## config.mk

```make
export PLATFORM = sky130hd
export DESIGN_NAME = obi_wb_responder
export DESIGN_NICKNAME = d
export VERILOG_FILES = /design/src/rtl/obi_wb_responder.sv
export SDC_FILE = /design/constraint.sdc
export NUM_CORES = 1
export LEC_CHECK = 0
export CORE_MARGIN = 1
export CORE_UTILIZATION = 42
export CTS_CLUSTER_SIZE = 40
export DETAILED_ROUTE_END_ITERATION = 6
export DONT_BUFFER_PORTS = 1
export GPL_TIMING_DRIVEN = 0
export SETUP_SLACK_MARGIN = 0.5
export SLEW_MARGIN = 25
export SYNTH_ARGS = -nofsm -noshare
export SYNTH_HDL_FRONTEND = slang
export SYNTH_SLANG_ARGS = --single-unit
```

## constraint.sdc

```tcl
create_clock -name clk -period 2.15 [get_ports clk]
set_input_delay 0.43 -clock clk [delete_from_list [all_inputs] [get_ports clk]]
set_output_delay 0.43 -clock clk [all_outputs]
set_load 0.02 [all_outputs]
```

## src/rtl/obi_wb_responder.sv

```systemverilog
// OBI-to-Wishbone bridge: accepts one OBI request at a time, runs a single
// Wishbone classic cycle, and returns exactly one OBI response with an optional ack timeout.
module obi_wb_responder #(
    parameter int unsigned TIMEOUT_CYCLES = 255
) (
    input  logic        clk,
    input  logic        rst_n,
    input  logic        obi_req_i,
    output logic        obi_gnt_o,
    input  logic [31:0] obi_addr_i,
    input  logic        obi_we_i,
    input  logic [3:0]  obi_be_i,
    input  logic [31:0] obi_wdata_i,
    output logic        obi_rvalid_o,
    output logic [31:0] obi_rdata_o,
    output logic        obi_err_o,
    output logic        wb_cyc_o,
    output logic        wb_stb_o,
    output logic        wb_we_o,
    output logic [3:0]  wb_sel_o,
    output logic [31:0] wb_adr_o,
    output logic [31:0] wb_dat_o,
    input  logic [31:0] wb_dat_i,
    input  logic        wb_ack_i,
    input  logic        wb_err_i
);

    localparam int unsigned CNT_W = (TIMEOUT_CYCLES > 0) ? $clog2(TIMEOUT_CYCLES + 1) : 1;
    localparam logic [CNT_W-1:0] CNT_MAX  = '1;
    // Timeout fires in the BUS cycle whose increment would make the count reach TIMEOUT_CYCLES.
    localparam logic [CNT_W-1:0] CNT_LAST = (TIMEOUT_CYCLES > 0) ? CNT_W'(TIMEOUT_CYCLES - 1) : '0;

    typedef enum logic [1:0] {
        S_IDLE,
        S_BUS,
        S_RESP
    } state_t;

    state_t            r_state;
    logic [CNT_W-1:0]  r_cnt;
    logic              r_cyc;
    logic              r_we;
    logic [3:0]        r_sel;
    logic [31:0]       r_adr;
    logic [31:0]       r_dat;
    logic              r_rvalid;
    logic [31:0]       r_rdata;
    logic              r_err;
    logic              w_timeout;

    assign w_timeout = (TIMEOUT_CYCLES != 0) && (r_cnt == CNT_LAST);

    // Grant is combinational so a request is accepted in the same cycle it is seen idle.
    assign obi_gnt_o    = (r_state == S_IDLE) && obi_req_i;
    assign wb_cyc_o     = r_cyc;
    assign wb_stb_o     = r_cyc;
    assign wb_we_o      = r_we;
    assign wb_sel_o     = r_sel;
    assign wb_adr_o     = r_adr;
    assign wb_dat_o     = r_dat;
    assign obi_rvalid_o = r_rvalid;
    assign obi_rdata_o  = r_rdata;
    assign obi_err_o    = r_err;

    // NOTE: all state updates use non-blocking assignments so every register sees
    // pre-edge values; blocking here would make the result depend on statement order.
    always_ff @(posedge clk or negedge rst_n) begin
        if (!rst_n) begin
            r_state  <= S_IDLE;
            r_cnt    <= '0;
            r_cyc    <= 1'b0;
            r_we     <= 1'b0;
            r_sel    <= '0;
            r_adr    <= '0;
            r_dat    <= '0;
            r_rvalid <= 1'b0;
            r_rdata  <= '0;
            r_err    <= 1'b0;
        end else begin
            case (r_state)
                S_IDLE: begin
                    if (obi_req_i) begin
                        r_adr   <= obi_addr_i;
                        r_we    <= obi_we_i;
                        r_sel   <= obi_be_i;
                        r_dat   <= obi_wdata_i;
                        r_cyc   <= 1'b1;
                        r_cnt   <= '0;
                        r_state <= S_BUS;
                    end
                end
                S_BUS: begin
                    // Error outranks ack, and either outranks a coincident timeout.
                    if (wb_err_i) begin
                        r_cyc    <= 1'b0;
                        r_rvalid <= 1'b1;
                        r_err    <= 1'b1;
                        r_rdata  <= '0;
                        r_state  <= S_RESP;
                    end else if (wb_ack_i) begin
                        r_cyc    <= 1'b0;
                        r_rvalid <= 1'b1;
                        r_err    <= 1'b0;
                        r_rdata  <= r_we ? 32'h0 : wb_dat_i;
                        r_state  <= S_RESP;
                    end else if (w_timeout) begin
                        r_cyc    <= 1'b0;
                        r_rvalid <= 1'b1;
                        r_err    <= 1'b1;
                        r_rdata  <= '0;
                        r_state  <= S_RESP;
                    end else if (r_cnt != CNT_MAX) begin
                        r_cnt <= r_cnt + 1'b1;
                    end
                end
                S_RESP: begin
                    r_rvalid <= 1'b0;
                    r_err    <= 1'b0;
                    r_rdata  <= '0;
                    r_state  <= S_IDLE;
                end
                default: begin
                    r_cyc    <= 1'b0;
                    r_rvalid <= 1'b0;
                    r_err    <= 1'b0;
                    r_rdata  <= '0;
                    r_state  <= S_IDLE;
                end
            endcase
        end
    end

endmodule

```

; ---- Word level (Yosys, flattened, before mapping)
; Cells that the tools add are included.
[totals]
regBits = 114
input_bits = 106
word_cells = 59
[op_classes]
n_addsub = 1
eq_ne = 10
muxes = 28
n_bitwise = 2
n_reduce_logical = 8
[ops]
columns = cell, count
row1 = $mux W32, 4
row2 = $pmux W32 S2, 1
row3 = $mux W8, 5
row4 = $pmux W8 S2, 1
row5 = $ne A2 B2 Y1 const B, 5
row6 = $mux W1, 9
row7 = $add A8 B1 Y8 const B, 1
row8 = $eq A8 B8 Y1 const B, 1
row9 = $mux W2, 4
row10 = $ne A8 B8 Y1 const B, 1
row11 = $reduce_and A2 Y1, 3
row12 = $reduce_and A6 Y1, 1
row13 = $ne A4 B4 Y1 const B, 1
row14 = $pmux W1 S2, 2
row15 = $pmux W2 S2, 1
row16 = $pmux W1 S3, 1
row17 = $reduce_and A3 Y1, 1
row18 = $eq A2 B1 Y1 const B, 1
row19 = $eq A2 B2 Y1 const B, 1
row20 = $logic_not A2 Y1, 1
row21 = $not A1 Y1, 2
row22 = $reduce_bool A2 Y1, 1
row23 = $logic_and A1 B1 Y1, 1

; ---- Longest topological paths before layout
; Gate-level depths: netlist (run 1).
[logic_depth]
ltp_word = 6
mapped_depth = 6
depth_no_buf = 6

; ---- Worst setup path before layout (run 1)
; No wires, ideal clock.
[synth_path]
path_type = reg-to-output
start = register r_state[1]
end = output obi_gnt_o
arrival_time_ns = 1.404
required_time_ns = 1.720
path_slack_ns = 0.316
stages_incl_launch_ff = 5
n_path_buf = 2
cell_sequence = dfrtp_1 > or3b_2 > buf_4 > inv_2 > buf_2
[synth_between]
elab_chain_cells = 2
[synth_rtl]
columns = element, line_no
row1 = from (decl), 39  ; state_t r_state;
row2 = from (signal assigned), 69  ; r_state <= S_IDLE;
row3 = from (signal assigned), 89  ; r_state <= S_BUS;
row4 = from (signal assigned), 99  ; r_state <= S_RESP;
row5 = $logic_not A2 Y1, 54  ; assign obi_gnt_o = (r_state == S_IDLE) && obi_req_i;
row6 = $logic_and A1 B1 Y1, 54
row7 = to (decl), 9  ; output logic obi_gnt_o,
; Every way passes these cells.

; ---- Final worst setup path (run 1)
[layout_path]
start = register r_state[0]
end = output obi_gnt_o
; Same word-level chain as after synthesis.

==> flow_metrics.py, run 1 <==
metrics = {
    "global_route": {
        "grt_pass1_wl_mm": 17.3,
        "grt_overflow_total": 0,
        "grt_use_met2": 0.330,
        "grt_use_met3": 0.0911,
        "grt_most_used_layer": "met2",
        "grt_max_degree": 115,
        "grt_usage": 0.207,
        "antenna_found_initial": 0,
        "grt.met1_usage": 0.240,
        "grt_pass1_vias": 3433,
    },
    "critical_path": {
        "crit_start": "r_state[0]",
        "startpoint_type": "flip-flop",
        "cp.arrival_ps": 1650,
        "cp-endpoint": "obi_gnt_o",
        "cp_slowest_cell": "or3b_4",
        "cp.required_ps": 1720,
        "reg2reg_depth": 6,
        "critical-path-max-stage-delay_ps": 420,
        "cp-end-kind": "primary output",
        "timing.rr.start": "r_state[0]",
        "crit_fanout": 5,
        "rr_endpoint": "r_cnt[6]",
        "crit_buf_inv": 3,
        "criticalPathCategory": "reg -> out",
        "critPathTopFamily": "simple AND/OR/NAND/NOR gates",
        "cp_cell_sequence": "or3b_4 -> buf_12 -> inv_12 -> buf_12",
        "path_depth": 4,
        "r2r_slack_ps": 330,
        "path_common_cell": "buf_12",
    },
    "sta": {
        "final-hold-violation-count": 114,
        "fmax_mhz": 481,
        "worst-slew-pin-transition_ps": 320,
        "rsz0062_at_grt": "true",
        "slew_violations": 0,
        "holdWs_ps": -367,
        "period_needed_ps": 2080,
        "setup_violations": 0,
        "min_period_over_period": 0.966,
        "slew_headroom": 0.787,
        "fin_setup_tns_ps": 0,
        "finClkSkew_ps": 11.1,
    },
    "clock_tree": {
        "clock_latency_ps": 500,
        "numClockSinks": 114,
        "h-tree-depth": 4,
        "clk_pin_slew_ps": 50,
        "clockBufferDepth": 2,
        "ctsRootBufferMaster": "clkbuf_8",
        "numCtsBuffers": 17,
        "tritoncts": "built",
    },
    "final_layout": {
        "n_antenna_cell": 0,
        "multiInputGateArea_um2": 1520,
        "final_core_util": 0.560,
        "syn_to_final_growth_pct": 30.3,
        "regArea_um2": 2860,
        "drive_gt1_frac": 0.204,
        "fillers": 889,
        "nNetsFinal": 592,
    },
    "synthesis": {
        "synth.most_common_cell": "nand2_1",
        "yosys-mux-area-fraction": 0,
        "synthAdderAreaFrac": 0.00566,
        "synth-edff-count": 0,
        "synth-xor-area-share": 0,
        "yosys_register_bits": 114,
        "syn_nets": 546,
        "synth-simple-area-share": 0.220,
        "netlist_instances": 438,
        "yosysTopAreaCell": "dfrtp_1",
        "synth_top_family_by_area": "simple AND/OR/NAND/NOR gates",
        "synth_compound_area_frac": 0.0991,
        "ys_seq_area_frac": 0.645,
        "ys.flop_type": "dfrtp_1",
        "yosys_warnings": 0,
        "ys_async_sr_fraction": 1.00,
        "syn_avg_cell_area_um2": 10.1,
        "yosysTopAreaCellShare": 0.645,
        "synth_commonest_cells": "nand2_1, dfrtp_1, a22o_1, clkbuf_1, buf_2",
        "synth_cell_type_count": 34,
        "ys_top_cells_by_area": "dfrtp_1, nand2_1, a22o_1",
        "syn_area_um2": 4420,
    },
    "run_status": {
        "status": "complete, but fails checks",
        "failed_checks": "negative hold slack",
    },
    "die": {
        "die_area_um2": 10900,
        "core_area_um2": 10300,
        "rows": 37,
        "fp.dieW_um": 105,
        "initial_core_util": 0.430,
        "ios": 212,
        "die_h_um": 105,
    },
    "power": {
        "p_leak_nw": 2.96,
        "clockPowerShare": 0.365,
        "switching_share": 0.336,
        "p_per_area_nw_per_um2": 1440,
        "power_frac_seq": 0.470,
        "switching_power_mw": 2.78,
        "p_int_mw": 5.50,
        "ir_drop_mv": 0.629,
        "comb_power_share": 0.164,
        "total_power_mw": 8.28,
    },
    "drt": {
        "routed_wl_mm": 10.8,
        "wl_per_cell_um": 17.1,
        "drt-initial-drc-count": 201,
        "dr.pass1.iters": 5,
        "drc": 0,
        "viasPerCell": 5.17,
        "final_antenna_net_count": 0,
        "vias": 3266,
    },
    "hold_path": {
        "hold_class": "in -> async",
    },
    "place": {
        "hpwlAfterDp_mm": 7.00,
        "port_buffers": 0,
        "gp_congestion": 0.762,
    },
    "run": {
        "max_cap_violations": 0,
    },
}
per-layer routing:
| layer | wire [µm] | vias up |
|---|---|---|
| met5 | 0 | - |
| met4 | 190 | 0 |
| met3 | 1070 | 17 |
| met2 | 5210 | 168 |
| met1 | 4340 | 1551 |
| li1 | - | 1530 |
how the worst min path moves through the flow:
stage / cells past startpoint / to / slack (ps) / start
6_report: 0 / obi_rdata_o[15] / -370 / rst_n
3_5_place_dp: 0 / obi_rdata_o[19] / 140 / rst_n
5_1_grt: 0 / obi_rdata_o[15] / -400 / rst_n
2_1_floorplan: 0 / obi_err_o / 130 / rst_n
3_3_place_gp: 0 / obi_rdata_o[19] / 140 / rst_n
4_1_cts: 0 / wb_adr_o[17] / -410 / rst_n
area by class of cell:
type	instances	share of cell area
repair buffers	27	0.0482
flip-flops and latches	114	0.496
well taps	136	0.0296
inverters	4	0.00478
clock buffers	22	0.0821
multi-input cells	297	0.264
clock inverters	9	0.0306
plain buffers	23	0.0445
per-stage QoR:
step                      cells  worst slack (ps)  area [µm²]
after floorplan             438               494        4440
after global placement      574               217        4610
after detailed placement    574               179        4610
after CTS                   630              40.3        5640
after global routing        632              12.2        5760
final                       632              72.6        5760
registers in the layout, summed over array words and instances (netlist names):
| signal | count |
|---|---|
| obi_rvalid_o | 1 |
| obi_rdata_o | 32 |
| wb_dat_o | 32 |
| wb_we_o | 1 |
| wb_sel_o | 4 |
| wb_adr_o | 32 |
| r_state | 2 |
| r_cnt | 8 |
| obi_err_o | 1 |
| wb_cyc_o | 1 |
cells by family after synthesis:
kind of cell / after synthesis
flip-flops: 114
adder cells (fa/ha/maj): 2
buffers and inverters: 27
AO/OA/AOI/OAI: 53
AND/OR/NAND/NOR: 242
power by group through the flow:
| stage | sequential, mW | combinational (mW) | clock (mW) |
|---|---|---|---|
| final | 3.90 | 1.36 | 3.03 |
| after detailed placement | 3.93 | 0.995 | 0 |
| after floorplan | 3.78 | 0.795 | 0 |
| after global placement | 3.94 | 0.934 | 0 |
| after global routing | 3.97 | 1.53 | 3.19 |
| after CTS | 3.90 | 1.26 | 3.10 |
repair_timing:
action | 4_1_cts | 5_1_grt
endpoints found under the hold margin | 114 | 114
pin swaps | 10 | 6
gates cloned | 4 | 0
resized for setup | 45 | 54
buffers inserted | 21 | 2
endpoints found under the setup margin | 107 | 111
placed cells by master, fill, tap and decap left out, types with 5 or more instances in the layout:
| cell | count |
|---|---|
| nand2_1 | 214 |
| dfrtp_1 | 112 |
| a22o_1 | 32 |
| buf_4 | 24 |
| clkbuf_16 | 16 |
| buf_6 | 13 |
| buf_8 | 7 |
| nor2_1 | 5 |
| nand3_1 | 5 |
| clkbuf_8 | 5 |
| bufinv_16 | 5 |
Power figures use the tool's default switching activity.
==> inputs of run 2 (changes only) <==
- MAX_ROUTING_LAYER: not set -> met4
- SKIP_LAST_GASP: not set -> 1
==> run 2 against run 1 <==
The flow still finishes with violations (negative hold slack). Cell area unchanged. Non-clock buffer count unchanged. Clock skew hardly changed. Sequential power about the same. Global-route usage is 0.58 points higher. Final cell count unchanged. Fmax is 0.14% higher. Via count about the same. First-iteration DRC count is 2.5% lower. Flip-flop and latch count unchanged. Die area is the same. Worst hold slack improved by 1.0 ps. Critical path type unchanged.
==> flow_metrics.py, run 2 (same netlist as run 1, synthesis figures left out) <==
metrics = {
    "drt": {
        "drc": 0,
        "final_antenna_net_count": 0,
        "routed_wl_mm": 10.8,
        "vias": 3267,
        "drt-initial-drc-count": 196,
        "dr.pass1.iters": 5,
        "viasPerCell": 5.17,
        "wl_per_cell_um": 17.1,
    },
    "place": {
        "port_buffers": 0,
        "placed_cell_area_um2": 4610,
        "hpwlAfterDp_mm": 7.00,
        "gp_congestion": 0.772,
        "preCtsSetupSlack_ps": 179,
    },
    "hold_path": {
        "hold_class": "in -> async",
    },
    "clock_tree": {
        "ctsRootBufferMaster": "clkbuf_8",
        "tritoncts": "built",
        "numClockSinks": 114,
        "clk_pin_slew_ps": 50,
        "clockBufferDepth": 2,
        "numCtsBuffers": 17,
        "clock_latency_ps": 500,
        "h-tree-depth": 4,
    },
    "sta": {
        "worst-slew-pin-transition_ps": 320,
        "holdWs_ps": -366,
        "finClkSkew_ps": 11.1,
        "period_needed_ps": 2070,
        "fin_setup_tns_ps": 0,
        "min_period_over_period": 0.965,
        "fmax_mhz": 482,
        "rsz0062_at_grt": "true",
        "setup_violations": 0,
        "final-hold-violation-count": 114,
        "setup_slack_ps": 75.6,
        "slew_violations": 0,
        "slew_headroom": 0.787,
    },
    "global_route": {
        "grt_max_degree": 115,
        "grt_usage": 0.213,
        "antenna_found_initial": 0,
        "grt_pass1_wl_mm": 17.2,
        "grt_pass1_vias": 3456,
        "grt_overflow_total": 0,
    },
    "die": {
        "ios": 212,
        "die_area_um2": 10900,
        "die_h_um": 105,
        "initial_core_util": 0.430,
        "core_area_um2": 10300,
        "fp.dieW_um": 105,
        "rows": 37,
    },
    "final_layout": {
        "mostFrequentLayoutCell": "nand2_1",
        "fillers": 889,
        "drive_gt1_frac": 0.204,
        "syn_to_final_growth_pct": 30.3,
        "final_cell_mix": "nand2_1, dfrtp_1, a22o_1, buf_4, clkbuf_16",
        "final_design_area_no_fill_um2": 5760,
        "nNetsFinal": 592,
        "n_antenna_cell": 0,
        "final_core_util": 0.560,
    },
    "run": {
        "max_cap_violations": 0,
    },
    "critical_path": {
        "crit_fanout": 5,
        "cp-end-kind": "primary output",
        "cp_cell_sequence": "or3b_4 -> buf_12 -> inv_12 -> buf_12",
        "path_common_cell": "buf_12",
        "critical-path-max-stage-delay_ps": 420,
        "cp.arrival_ps": 1640,
        "timing.rr.start": "r_state[0]",
        "criticalPathCategory": "reg -> out",
        "cp_slowest_cell": "or3b_4",
        "crit_start": "r_state[0]",
        "cp.required_ps": 1720,
        "crit_buf_inv": 3,
        "critPathTopFamily": "simple AND/OR/NAND/NOR gates",
        "startpoint_type": "flip-flop",
    },
    "run_status": {
        "failed_checks": "negative hold slack",
        "status": "complete, but fails checks",
    },
    "power": {
        "ir_drop_mv": 0.630,
        "p_leak_nw": 2.96,
        "p_per_area_nw_per_um2": 1440,
    },
}
-- run 2: cell counts in the layout (fill, tap and decap cells not counted) --
Identical to the previous run, type by type.
-- run 2: through the flow --
| step | instances | power, mW |
|---|---|---|
| after global placement | 574 | 4.87 |
| after detailed placement | 574 | 4.92 |
| after CTS | 630 | 8.25 |
| after global routing | 632 | 8.68 |
| after floorplan | 438 | 4.57 |
| final | 632 | 8.28 |
-- run 2: worst paths after layout --
check	endpoint	slack, ps	cells after the start
setup / recovery	obi_gnt_o	80	4
hold / removal	obi_rdata_o[15]	-370	0
setup reg to reg	r_cnt[6]	330	6
hold reg to reg	r_cnt[1]	590	2
max in group asynchronous	wb_we_o	2310	0
min in group clk	wb_adr_o[21]	30	2
-- run 2: power by group --
| group | switching [mW] | total [mW] | internal [mW] | leakage, nW |
|---|---|---|---|---|
| Combinational | 0.701 | 1.36 | 0.660 | 1.19 |
| Sequential | 1.17 | 3.90 | 2.73 | 1.46 |
| Clock | 0.909 | 3.02 | 2.11 | 0.317 |
| Total | 2.78 | 8.28 | 5.50 | 2.96 |
-- run 2: timing repair --
| item | 4_1_cts | 5_1_grt |
|---|---|---|
| pin swaps | 10 | 6 |
| cloned | 4 | 0 |
| endpoints found under the hold margin | 114 | 114 |
| setup buffers | 21 | 2 |
| gates resized for setup | 45 | 54 |
| setup endpoints to repair | 107 | 111 |
-- run 2: per-layer routing --
layer  share of wire  global-route usage  vias up
met5               0                   -        -
met4           0.016              0.0946        0
met3           0.091              0.0767       15
met2            0.48               0.330      169
met1            0.41               0.249     1555
li1                -                   -     1528
-- run 2: worst register-to-register path, stage by stage, from the launching register on --
cell and delay [ps]:
dfrtp_2 410, or3b_4 420, buf_12 150, buf_4 190, and3_1 180, a311oi_2 220
o41ai_2 120
-- run 2: final cells by class --
cell class	count	area, µm²	area share
flip-flops and latches	114	2860	0.496
repair buffers	27	278	0.0482
plain buffers	23	256	0.0445
clock buffers	22	473	0.0821
clock inverters	9	176	0.0306
well taps	136	170	0.0296
inverters	4	27.5	0.00478
multi-input cells	297	1520	0.264
